<file path="src/rtl/mcs6530_timer.sv">
// MCS6530-style interval timer: 8-bit down-counter behind a 1/8/64/1024
// prescaler. After an underflow it drops to one decrement per clock and
// raises a flag that can drive an active-low interrupt.
module mcs6530_timer (
    input  logic       phi2,
    input  logic       rst_n,
    input  logic       sel,
    input  logic       we_n,
    input  logic [3:0] A,
    input  logic [7:0] DI,
    output logic [7:0] DO,
    output logic       OE,
    output logic       IRQ,
    output logic       IRQ_EN
);

    localparam int unsigned CNT_W = 8;
    localparam int unsigned PRE_W = 10;
    localparam int unsigned DIV_W = 2;

    logic [CNT_W-1:0] counter_q, counter_d;
    logic [DIV_W-1:0] div_q, div_d;
    logic [PRE_W-1:0] prescale_q, prescale_d;
    logic             fast_q, fast_d;
    logic             flag_q, flag_d;
    logic             irq_en_q, irq_en_d;

    logic             wr_c;
    logic             tread_c;
    logic             pre_wrap_c;
    logic             tick_c;
    logic [PRE_W-1:0] pre_max_c;

    // A[2] is decoded upstream (RS0/A2) and has no meaning inside the timer.
    logic             unused_a2;
    assign unused_a2 = A[2];

    // Access decode: one write or one timer read per cycle while sel is held.
    assign wr_c    = sel & ~we_n;
    assign tread_c = sel & we_n & ~A[0];

    // Terminal prescale count (N-1) for the selected divider.
    always_comb begin
        pre_max_c = PRE_W'(1023);
        case (div_q)
            2'b00:   pre_max_c = PRE_W'(0);
            2'b01:   pre_max_c = PRE_W'(7);
            2'b10:   pre_max_c = PRE_W'(63);
            default: pre_max_c = PRE_W'(1023);
        endcase
    end

    assign pre_wrap_c = (prescale_q == pre_max_c);
    assign tick_c     = ~wr_c & (fast_q | pre_wrap_c);

    // Next-state: a write overrides everything; an underflow beats a read's flag clear.
    always_comb begin
        counter_d  = counter_q;
        div_d      = div_q;
        prescale_d = prescale_q;
        fast_d     = fast_q;
        flag_d     = flag_q;
        irq_en_d   = irq_en_q;

        if (wr_c) begin
            counter_d  = DI;
            div_d      = A[1:0];
            prescale_d = '0;
            fast_d     = 1'b0;
            flag_d     = 1'b0;
            irq_en_d   = A[3];
        end else begin
            prescale_d = pre_wrap_c ? '0 : prescale_q + PRE_W'(1);

            if (tread_c) begin
                irq_en_d = A[3];
                flag_d   = 1'b0;
            end

            if (tick_c) begin
                counter_d = counter_q - CNT_W'(1);
                if (counter_q == '0) begin
                    flag_d = 1'b1;
                    fast_d = 1'b1;
                end
            end
        end
    end

    // State registers with asynchronous reset to the free-running /1024 state.
    always_ff @(posedge phi2 or negedge rst_n) begin
        if (!rst_n) begin
            counter_q  <= '1;
            div_q      <= 2'b11;
            prescale_q <= '0;
            fast_q     <= 1'b0;
            flag_q     <= 1'b0;
            irq_en_q   <= 1'b0;
        end else begin
            counter_q  <= counter_d;
            div_q      <= div_d;
            prescale_q <= prescale_d;
            fast_q     <= fast_d;
            flag_q     <= flag_d;
            irq_en_q   <= irq_en_d;
        end
    end

    // Read mux and interrupt outputs; DO is forced quiet while in reset.
    assign OE     = sel & we_n;
    assign DO     = (OE & rst_n) ? (A[0] ? {flag_q, 7'b0} : counter_q) : 8'h00;
    assign IRQ    = ~(flag_q & irq_en_q);
    assign IRQ_EN = irq_en_q;

endmodule

</file>
<file path="config.mk">
export PLATFORM = sky130hd
export DESIGN_NAME = mcs6530_timer
export DESIGN_NICKNAME = d
export VERILOG_FILES = /design/src/rtl/mcs6530_timer.sv
export SDC_FILE = /design/constraint.sdc
export NUM_CORES = 1
export LEC_CHECK = 0
export CORE_MARGIN = 2
export CORE_UTILIZATION = 40
export CTS_BUF_LIST = sky130_fd_sc_hd__clkbuf_16
export DETAILED_ROUTE_END_ITERATION = 7
export GPL_TIMING_DRIVEN = 0
export SLEW_MARGIN = 20
export SYNTH_ARGS = -nofsm -noshare
export SYNTH_HDL_FRONTEND = slang
export SYNTH_SLANG_ARGS = --single-unit
</file>
<file path="constraint.sdc">
create_clock -name phi2 -period 1.9 [get_ports phi2]
set_input_delay 0.57 -clock phi2 [delete_from_list [all_inputs] [get_ports phi2]]
set_output_delay 0.57 -clock phi2 [all_outputs]
set_load 0.1 [all_outputs]
</file>
-- Word-level counts from Yosys, hierarchy flattened
Cells that the tools add are included.
- register bits: 23
- output and inout bits: 11
- add/sub/neg operators: 2
- equality and inequality tests: 3
- mux-type cells: 16
- bitwise operators: 11
- reductions and logical operators: 6
- operators with widths (cell ; count):
    two-way mux 8 bit ; 4
    one-hot mux 10 bit (3 select lines) ; 1
    two-way mux 10 bit ; 2
    adder 10 x 1 -> 10 bit, second input constant ; 1
    == test 10 bit ; 1
    two-way mux 1 bit ; 9
    zero test 8 bit ; 1
    subtractor 8 x 1 -> 8 bit, second input constant ; 1
    bitwise AND 1 bit ; 6
    nonzero test 2 bit ; 3
    inverter 1 bit ; 4
    == test 2 x 1 -> 1 bit, second input constant ; 1
    == test 2 bit, second input constant ; 1
    zero test 2 bit ; 1
    AND reduction 2 bit ; 1
    bitwise OR 1 bit ; 1

-- Logic depth before layout (Yosys ltp)
- depth after elaboration: 7
- mapped depth: 6
- depth with buffers taken out: 5

-- Worst setup path before layout
OpenSTA, ideal clock, no wires.
- path kind: input to output
- from: input we_n
- to: output DO[0]
- arrival: 3.659 ns
- required time: 1.330 ns
- setup slack: -2.329 ns
- cell stages on the path: 3
- cells stage by stage: and2_1 nand2_1 nor3_1
- word-level cells in the longest chain between the ends: 3
- RTL lines (item ; line ; text):
    start, declared ; 8 ; input logic we_n,
    bitwise AND 1 bit ; 110 ; assign OE = sel & we_n;
    bitwise AND 1 bit ; 111 ; assign DO = (OE & rst_n) ? (A[0] ? {flag_q, 7'b0} : counter_q) : 8'h00;
    two-way mux 8 bit ; 111 ;
    end, declared ; 11 ; output logic [7:0] DO,
Every way passes these cells.

-- Final worst setup path
- from: input sel
- to: output DO[3]
- word-level cells in the longest chain between the ends: 3
- RTL lines (item ; line ; text):
    start, declared ; 7 ; input logic sel,
    bitwise AND 1 bit ; 110 ;
    bitwise AND 1 bit ; 111 ;
    two-way mux 8 bit ; 111 ;
Every way passes these cells.

==> results.cfg <==
[logic_synthesis]
synth_cell_types = 38
synth_top_family_by_area = simple AND/OR/NAND/NOR gates
synth_top_area_share_pct = 24.0
synth_top_cell_by_area = dfrtp_1
syn_area_per_cell_um2 = 8.81
synth_nets = 173
synthCells = 154
yosysMostFrequentCell = nor2_1
synth_seq_cells = 23
netlist_area_um2 = 1360
synthAdderAreaFrac_pct = 2.77
synth_compound_area_share_pct = 15.1
synthXorXnorAreaFrac_pct = 5.81
synth_flop_cell = dfrtp_1
synth_mux_area_share_pct = 2.40
async_flop_share_pct = 100
synth_commonest_cells = nor2_1, nand2_1, dfrtp_1, dfstp_2, o21ai_0
synth_enable_flop_cells = 0
yosys_warnings = 0
synth.area.top_cells = dfrtp_1, dfstp_2, nor2_1
synth_simple_gate_area_share_pct = 27.7
ys_seq_area_share_pct = 43.4

[timing]
fin_ws_ps = -16.3
slew-limit-headroom_pct = 64.0
setup_viol = 4
finalSetupTns_ps = -46.1
finClkSkew_ps = 3.59
finalHoldViolCount = 0
whs_ps = 133
finalCriticalPeriod_ps = 1920
tightest_slew_ps = 543
slew_violations = 0
fmax_mhz = 522
grt_setup_unrepaired = yes
fin_crit_sh_pct = 101

[placed_design]
place_inst = 224
portBuffers = 24
dp_hpwl_um = 2260
gp_congestion = 0.782

[drt]
vias = 1213
wire_per_inst_um = 14.2
vias_per_cell = 5.30
drtIter0Drc = 66
ant_nets = 0
firstDrtPassIters = 4
drcViolationCount = 0
wl_um = 3250

[final_layout]
fin_util_pct = 59.3
drive_above_1_share_pct = 30.6
diodes = 0
nets = 203
nFillCells = 288
instances_no_fill = 229
synthToLayoutAreaGrowth_pct = 43.6

[clock_tree]
root_buffer = clkbuf_16
cts.htree.levels = 1
clock_sinks = 23
cts_made_buffers = 3
clk_latency_ps = 260
clk_path_buf_depth = 2
tritoncts = yes
clkSlewWorstSetupHoldPaths_ps = 60

[setup_path]
rrSetupSlack_ps = 80
worstSetupEndpointType = primary output
cp_max_fo = 5
start_kind = input pin
crit_arrival_ps = 1350
cp_data_required_time_ps = 1330
path_class = input pin to primary output

[power]
p_leak_nw = 0.810
p_total_mw = 1.84
ir_drop_mv = 0.790
p_per_area_nw_per_um2 = 943

[floorplanning]
coreArea_um2 = 3280
die_w_um = 62.2
ioPinCount = 27
fp-row-count = 21
design.die.area_um2 = 3870
die_y_um = 62.2
start_util_pct = 41.3

[grt]
antenna_found_initial = 0
grt_pass1_wl_um = 5600
grt_max_degree = 25
grt_usage_pct = 18.2
overflow = 0
first_global_vias = 1202

[flow_run]
max-cap-violations = 0

[run_status]
status = complete, but fails checks
violations = setup timing

[worst_hold_path]
hold_class = input pin to async pin
==> cell families after synthesis <==
kind of cell | after synthesis
and+or+nand+nor | 77
AOI/OAI and AO/OA | 29
adders and majority gates | 3
buffers and inverters | 10
muxes | 3
xor gates and xnor gates | 9
DFF | 23
==> state kept, by name, summed over array words and instances, names as in the netlist <==
register / count
IRQ_EN: 1
counter_q: 8
div_q: 2
fast_q: 1
flag_q: 1
prescale_q: 10
==> path summary, 6_finish.rpt <==
path | from | endpoint | cells past startpoint
min | rst_n | prescale_q[1]$_DFF_PN0_ | 1
max | sel | DO[3] | 6
min reg2reg | prescale_q[0]$_DFF_PN0_ | prescale_q[0]$_DFF_PN0_ | 1
min in group phi2 | prescale_q[0]$_DFF_PN0_ | prescale_q[0]$_DFF_PN0_ | 1
max in group asynchronous | rst_n | div_q[1]$_DFFE_PN1P_ | 1
max reg2reg | div_q[1]$_DFFE_PN1P_ | prescale_q[4]$_DFF_PN0_ | 6
==> routing by layer <==
metal,vias to the layer above,GRT usage [%],wire [um]
met5,-,0,0
met4,0,4.44,26
met3,4,4.89,143
met2,28,28.5,1550
met1,578,25.1,1520
li1,603,-,-
==> layout by cell type (no fill, tap or decap), types with 2 or more instances in the layout <==
cell type	instances
nor2_1	24
nand2_1	15
dfrtp_1	12
dfstp_2	10
clkdlybuf4s50_1	10
o21ai_0	9
buf_12	8
a31oi_1	6
inv_1	5
nand3_1	5
xnor2_1	5
and2_4	5
xor2_1	4
a21oi_1	4
or3_1	4
and3_1	3
nor3_4	3
a211oi_1	3
ha_1	3
clkbuf_16	3
buf_6	3
nor3_1	2
nor4_1	2
buf_2	2
nor2_4	2
nand2b_1	2
clkdlybuf4s15_2	2
buf_4	2
==> through the flow <==
| stage | cell area, um2 | setup slack, ps |
|---|---|---|
| 4_1_cts | 1910 | -39.9 |
| 2_1_floorplan | 1430 | -522 |
| 3_5_place_dp | 1720 | -1610 |
| 6_report | 1950 | -16.3 |
| 3_3_place_gp | 1730 | -2350 |
| 5_1_grt | 1950 | -63.2 |
==> report_power, final <==
group | internal, mW | switching, mW | leakage (nW) | total, mW
Clock | 0.283 | 0.176 | 0.0409 | 0.460
Combinational | 0.261 | 0.377 | 0.489 | 0.638
Sequential | 0.628 | 0.112 | 0.279 | 0.740
Total | 1.17 | 0.666 | 0.810 | 1.84
==> repair_timing <==
action                     4_1_cts  5_1_grt
pin swaps                        6        4
setup endpoints to repair       21       23
hold buffers                     0        0
buffers inserted                 2        0
resized for setup               96        9
==> critical path, cell delays in order <==
cell,delay (ps)
buf_6,70
and2_4,160
nand2_8,80
nor2_4,120
and2_4,170
buf_12,160
==> layout make-up <==
type	count	area (um2)	area share, %
Sequential cell	23	589	30.3
Timing Repair Buffer	26	337	17.3
Multi-Input combinational cell	121	840	43.1
Buffer	3	22.5	1.16
Inverter	6	22.5	1.16
Clock inverter	1	5.00	0.257
Tap cell	46	57.6	2.95
Clock buffer	3	75.1	3.85
No activity file was read; power rests on OpenSTA's default activity.
